File: src/rtl/ooo_pkg.sv
// Shared out-of-order core types.
// Reorder buffer geometry and entry layout.
package ooo_pkg;

  localparam int ROB_DEPTH = 16;
  localparam int TAG_W     = $clog2(ROB_DEPTH);

  typedef logic [TAG_W-1:0] rob_tag_t;
  typedef logic [TAG_W:0]   rob_cnt_t;

  localparam rob_cnt_t ROB_FULL = rob_cnt_t'(ROB_DEPTH);

  typedef struct packed {
    logic        valid;
    logic        done;
    logic        mispredict;
    logic        regwrite;
    logic [4:0]  dest;
    logic [31:0] pc;
    logic [31:0] data;
    logic [31:0] altpc;
  } rob_entry_t;

endpackage

File: src/rtl/rob_entry_storage.sv
// Reorder buffer entry array.
// Alloc write, completion write, head read, global clear.
module rob_entry_storage
  import ooo_pkg::*;
(
  input  logic        clk,
  input  logic        rst,
  input  logic        alloc_en,
  input  rob_tag_t    alloc_tag,
  input  logic        alloc_regwrite,
  input  logic [4:0]  alloc_dest,
  input  logic [31:0] alloc_pc,
  input  logic        cmpl_en,
  input  rob_tag_t    cmpl_tag,
  input  logic [31:0] cmpl_data,
  input  logic        cmpl_mispredict,
  input  logic [31:0] cmpl_altpc,
  input  logic        retire_en,
  input  rob_tag_t    head_tag,
  input  logic        clear_all,
  output rob_entry_t  head_entry
);

  rob_entry_t mem [ROB_DEPTH];

  // Entry updates; valid clears are applied last so they win.
  always_ff @(posedge clk or posedge rst) begin
    if (rst) begin
      for (int i = 0; i < ROB_DEPTH; i++) begin
        mem[i] <= '0;
      end
    end else begin
      for (int i = 0; i < ROB_DEPTH; i++) begin
        if (cmpl_en && cmpl_tag == rob_tag_t'(i) && mem[i].valid) begin
          mem[i].done       <= 1'b1;
          mem[i].data       <= cmpl_data;
          mem[i].mispredict <= cmpl_mispredict;
          mem[i].altpc      <= cmpl_altpc;
        end
        if (alloc_en && alloc_tag == rob_tag_t'(i)) begin
          mem[i].valid      <= 1'b1;
          mem[i].done       <= 1'b0;
          mem[i].mispredict <= 1'b0;
          mem[i].regwrite   <= alloc_regwrite;
          mem[i].dest       <= alloc_dest;
          mem[i].pc         <= alloc_pc;
        end
        if (clear_all || (retire_en && head_tag == rob_tag_t'(i))) begin
          mem[i].valid <= 1'b0;
        end
      end
    end
  end

  assign head_entry = mem[head_tag];

endmodule

File: src/rtl/reorder_buffer.sv
// In-order commit buffer.
// Allocates in order, completes out of order, retires in order.
module reorder_buffer
  import ooo_pkg::*;
(
  input  logic             CLK,
  input  logic             RESET,
  input  logic             Alloc_Valid,
  input  logic             Alloc_RegWrite,
  input  logic [4:0]       Alloc_DestReg,
  input  logic [31:0]      Alloc_PC,
  output logic             Alloc_Ready,
  output logic [TAG_W-1:0] Alloc_Tag,
  input  logic             Complete_Valid,
  input  logic [TAG_W-1:0] Complete_Tag,
  input  logic [31:0]      Complete_Data,
  input  logic             Complete_Mispredict,
  input  logic [31:0]      Complete_AltPC,
  output logic             Retire_Valid,
  output logic             Retire_RegWrite,
  output logic [4:0]       Retire_Reg,
  output logic [31:0]      Retire_Data,
  output logic [31:0]      Retire_PC,
  output logic             Flush_Valid,
  output logic [31:0]      Flush_PC,
  output logic             Empty,
  output logic [TAG_W:0]   Count
);

  rob_tag_t   head;
  rob_tag_t   tail;
  rob_entry_t head_e;
  logic       retire_now;
  logic       flush_now;
  logic       alloc_fire;
  logic       cmpl_en;

  assign retire_now  = head_e.valid && head_e.done;
  assign flush_now   = retire_now && head_e.mispredict;
  assign Alloc_Ready = (Count != ROB_FULL) && !flush_now;
  assign alloc_fire  = Alloc_Valid && Alloc_Ready;
  assign cmpl_en     = Complete_Valid && !flush_now;
  assign Alloc_Tag   = tail;
  assign Empty       = (Count == '0);

  rob_entry_storage u_store (
    .clk             (CLK),
    .rst             (RESET),
    .alloc_en        (alloc_fire),
    .alloc_tag       (tail),
    .alloc_regwrite  (Alloc_RegWrite),
    .alloc_dest      (Alloc_DestReg),
    .alloc_pc        (Alloc_PC),
    .cmpl_en         (cmpl_en),
    .cmpl_tag        (Complete_Tag),
    .cmpl_data       (Complete_Data),
    .cmpl_mispredict (Complete_Mispredict),
    .cmpl_altpc      (Complete_AltPC),
    .retire_en       (retire_now),
    .head_tag        (head),
    .clear_all       (flush_now),
    .head_entry      (head_e)
  );

  // Head/tail pointers and occupancy; flush restarts at head+1.
  always_ff @(posedge CLK or posedge RESET) begin
    if (RESET) begin
      head  <= '0;
      tail  <= '0;
      Count <= '0;
    end else begin
      if (retire_now) begin
        head <= head + 1'b1;
      end
      if (flush_now) begin
        tail  <= head + 1'b1;
        Count <= '0;
      end else begin
        if (alloc_fire) begin
          tail <= tail + 1'b1;
        end
        if (alloc_fire && !retire_now) begin
          Count <= Count + 1'b1;
        end else if (!alloc_fire && retire_now) begin
          Count <= Count - 1'b1;
        end
      end
    end
  end

  // Registered retire and redirect outputs; fields hold between pulses.
  always_ff @(posedge CLK or posedge RESET) begin
    if (RESET) begin
      Retire_Valid    <= 1'b0;
      Retire_RegWrite <= 1'b0;
      Retire_Reg      <= '0;
      Retire_Data     <= '0;
      Retire_PC       <= '0;
      Flush_Valid     <= 1'b0;
      Flush_PC        <= '0;
    end else begin
      Retire_Valid <= retire_now;
      Flush_Valid  <= flush_now;
      if (retire_now) begin
        Retire_RegWrite <= head_e.regwrite;
        Retire_Reg      <= head_e.dest;
        Retire_Data     <= head_e.data;
        Retire_PC       <= head_e.pc;
      end
      if (flush_now) begin
        Flush_PC <= head_e.altpc;
      end
    end
  end

endmodule

File: config.mk
export PLATFORM = sky130hd
export DESIGN_NAME = reorder_buffer
export DESIGN_NICKNAME = d
export VERILOG_FILES = /design/src/rtl/ooo_pkg.sv /design/src/rtl/rob_entry_storage.sv /design/src/rtl/reorder_buffer.sv
export SDC_FILE = /design/constraint.sdc
export NUM_CORES = 2
export LEC_CHECK = 0
export CAP_MARGIN = 0
export CELL_PAD_IN_SITES_DETAIL_PLACEMENT = 0
export CELL_PAD_IN_SITES_GLOBAL_PLACEMENT = 1
export CORE_UTILIZATION = 40
export DETAILED_ROUTE_END_ITERATION = 8
export GPL_TIMING_DRIVEN = 0
export PLACE_DENSITY = 0.61
export RECOVER_POWER = 50
export SKIP_LAST_GASP = 1
export SYNTH_ARGS = -nofsm -noshare
export SYNTH_HDL_FRONTEND = slang
export SYNTH_SLANG_ARGS = --single-unit
File: constraint.sdc
create_clock -name CLK -period 64.3 [get_ports CLK]
set_input_delay 12.86 -clock CLK [delete_from_list [all_inputs] [get_ports CLK]]
set_output_delay 12.86 -clock CLK [all_outputs]
set_load 0.05 [all_outputs]
==> summary.md <==
| Metric | Value |
|---|---|
| Layout cells sized above 1 | `0.410` |
| I/O pins | `226` |
| Clk root buf | `clkbuf_16` |
| GRT overflow | `0` |
| Starting Density | `0.404` |
| Hold_buf cts | `0` |
| Initial DRC Count | `2913` |
| Sequential element share of the synthesized area | `0.561` |
| CP Capture Type | `async pin` |
| Slew Viols, Final | `1520` |
| Worst Hold Depth | `2` |
| Mapped Area | `0.0801 mm^2` |
| Drt total wl | `228000 um` |
| Clock sink count | `1797` |
| Htree depth | `4` |
| Synth Area in XOR/XNOR | `0.00120` |
| Min-Delay Endpoint | `Retire_PC[10]` |
| Failing checks | `capacitance limit, slew limit` |
| Drt drc | `0` |
| Worst EP required | `63.60 ns` |
| DIE HEIGHT | `450 um` |
| Antenna viol nets, final | `0` |
| Max-Cap Viols | `17` |
| RSZ-0062 raised after global routing | `false` |
| Die area | `0.202 mm^2` |
| Tightest Pin Transition | `6.59 ns` |
| Post-synthesis adder-cell area fraction | `0.00212` |
| Crit-path slowest cell | `clkbuf_1` |
| Nets | `5481` |
| Placed inst area | `0.0861 mm^2` |
| Register bit total from synthesis | `1797` |
| Syn Area/Cell | `16.3 um^2` |
| CP arrival | `27.92 ns` |
| WS Path Type | `in2async` |
| IO buf count | `223` |
| Latest clock arrival within the worst-skew pair | `0.86 ns` |
| Worst min path class | `reg2reg` |
| Fin crit period | `28.62 ns` |
| Gpl congestion | `0.826` |
| Synth warnings | `0` |
| Number of antenna violations at the first check in global routing | `24` |
| Post-Syn Instances | `4920` |
| Synth Area in Compound Gates | `0.00790` |
| Crit-path max cell delay | `4.92 ns` |
| Fillers | `17.4k` |
| First-pass GRT wire length | `342000 um` |
| CTS resizes | `0` |
| Syn_nets | `5044` |
| Number of detailed-route iterations in the first pass | `7` |
| GRT Overall Usage | `0.229` |
| Final setup violation count | `0` |
| Fin area | `0.0924 mm^2` |
| Largest family of logic cells by synthesized area | `multiplexers` |
| Crit share post-route | `0.445` |
| Rel. slew slack | `-3.40` |
| Leakage | `39.8 nW` |
| Total CTS buffers | `197` |
| Simple-Gate Fraction of Synth Area | `0.0197` |
| Synth unique cells | `45` |
| Placeable core region | `0.198 mm^2` |
| Longest Clk Path Bufs | `3` |
| Largest net degree at the start of global routing | `129` |
| Tot Pwr | `4.88 mW` |
| Pwr Density | `52.8 mW/mm^2` |
| Clock Pin Slew Worst Setup and Hold Paths | `0.06 ns` |
| Peak VDD IR | `0.0308 mV` |
| R2R setup slack | `56.76 ns` |
| Final worst slack | `35.68 ns` |
| Post-DP HPWL | `153000 um` |
| Reg-to-Reg Start | `head[0]` |
| Via count | `45.3k` |
| Layout Area Growth over Synthesis | `15.3%` |
| Clock tree from TritonCTS | `built` |
| Most used cell, CP | `clkbuf_1` |
| Num rows | `163` |
| Clk_skew | `0.0500 ns` |
| Critical Path Source Type | `primary input` |
| Mux cell area share after synthesis | `0.381` |
| RR Endpoint | `Count[4]` |
| Utilization after layout | `0.466` |
| DR vias/cell | `5.55` |
| Worst-path fanout max | `128` |
| Wirelength per Cell | `27.9 um` |
| Worst slack, placed | `46.64 ns` |
| Final TNS setup | `0 ns` |
| Final Hold Fails | `0` |
| Max frequency | `34.9 MHz` |
| Die Span X | `450 um` |
| Crit-path cells | `dlygate4sd3_1 -> clkinvlp_2 -> clkbuf_1 -> clkbuf_1 -> clkbuf_1` |
| Setup bufs post-CTS | `0` |
| Vias in the first global route | `48.4k` |
| Hold path start | `Retire_PC[10]` |
| Status | `finished, violations left` |
| R2R depth | `16` |
-- metal layers --
| metal | part of all wire | GRT usage | wire length [um] |
|---|---|---|---|
| met3 | 0.038 | 0.0336 | 8760 |
| met4 | 0.027 | 0.0614 | 6150 |
| met2 | 0.50 | 0.379 | 113000 |
| met1 | 0.44 | 0.316 | 100000 |
| met5 | 0 | 0 | 0 |
-- cell families (layout without fill, tap and decap cells) --
| kind of cell | Yosys count | in the layout |
|---|---|---|
| adders and majority gates | 13 | 13 |
| AOI/OAI and AO/OA | 100 | 100 |
| buffers and inverters | 459 | 1056 |
| xor gates and xnor gates | 11 | 11 |
| other | 0 | 5 |
| muxes | 2189 | 2189 |
| and+or+nand+nor | 351 | 351 |
| DFF | 1797 | 1797 |
-- synth_stat cells, drive strengths merged --
cell,instances,area share
a21o,2,0.00019
fa,1,0.00025
nand3,14,0.00094
a21boi,10,0.00094
buf,252,0.017
or3,1,0.000078
nand2b,15,0.0012
o21ai,9,0.00056
a22o,4,0.00044
clkbuf,187,0.0088
o311ai,2,0.00022
nor2b,7,0.00055
nand2,230,0.011
o21a,10,0.00094
a31oi,17,0.0013
o22a,4,0.00044
and3,3,0.00023
a21oi,39,0.0024
xnor2,6,0.00066
a32oi,1,0.00011
a221o,1,0.00012
and2,8,0.00062
or2,2,0.00016
nor3b,1,0.000094
and4,4,0.00044
dfrtp,1797,0.56
xor2,5,0.00055
nand4,30,0.0027
ha,12,0.0019
nor2,31,0.0015
and3b,3,0.00033
inv,20,0.00094
mux2i,2,0.00025
a221oi,1,0.00019
mux2,1665,0.23
nor4,1,0.000078
mux4,522,0.15
nor3,1,0.000062
-- flip-flops by register name, summed over array words and instances, names as in the netlist --
signal and flops:
Retire_PC 32, Retire_RegWrite 1, Retire_Data 32, Alloc_Tag 4, Flush_Valid 1, Retire_Reg 5, u_store.mem 1680, Flush_PC 32
Count 5, Retire_Valid 1, head 4
-- worst max path at each step --
| stage | end | slack, ns | startpoint | cells past startpoint |
|---|---|---|---|---|
| 2_1_floorplan | Alloc_Tag[0] | 0.71 | RESET | 1 |
| 3_3_place_gp | Retire_Data[15] | -21.16 | RESET | 2 |
| 3_5_place_dp | Alloc_Ready | 46.64 | head[2] | 10 |
| 4_1_cts | Alloc_Ready | 45.71 | head[2] | 10 |
| 5_1_grt | u_store.mem[443] | 32.26 | RESET | 5 |
| 6_report | Flush_PC[24] | 35.68 | RESET | 5 |
-- through the flow --
stage	hold slack [ns]	std cells
after CTS	0.479	8157
after floorplan	0.452	4920
after global placement	0.457	7783
final	0.475	8162
after global routing	0.495	8160
after detailed placement	0.462	7798
-- critical path, delay by kind of cell --
family	cells	cell delay [ns]
buf+inv	5	14.72
-- power by group --
group	leakage, nW	internal [mW]	total [mW]	switching, mW
clock	3.30	0.682	1.17	0.486
sequential	22.6	1.64	1.89	0.255
combinational	13.9	0.948	1.82	0.872
-- layout make-up --
class | count | area (um^2) | share of cell area
diodes | 5 | 12.5 | 0.000135
plain buffers | 439 | 1950 | 0.0212
clock buffers | 295 | 5810 | 0.0629
clock inverters | 64 | 918 | 0.00994
inverters | 20 | 76.3 | 0.000826
multi-input cells | 2664 | 33000 | 0.357
flip-flops and latches | 1797 | 45000 | 0.487
well taps | 2640 | 3300 | 0.0358
repair buffers | 238 | 2360 | 0.0255
-- cells in the final DEF (no fill, tap or decap), drive strengths merged, types with 6 or more instances in the layout --
master / netlist / layout
o21a: 10 / 10
nand2: 230 / 230
nor2b: 7 / 7
clkinv: 0 / 41
xnor2: 6 / 6
o21ai: 9 / 9
buf: 252 / 180
clkdlybuf4s50: 0 / 220
nand2b: 15 / 15
nand4: 30 / 30
mux4: 522 / 522
a31oi: 17 / 17
inv: 20 / 25
nor2: 31 / 31
ha: 12 / 12
bufinv: 0 / 14
dfrtp: 1797 / 1797
mux2: 1665 / 1665
a21oi: 39 / 39
clkbuf: 187 / 569
a21boi: 10 / 10
nand3: 14 / 14
and2: 8 / 8
No activity file was read; power rests on OpenSTA's default activity.
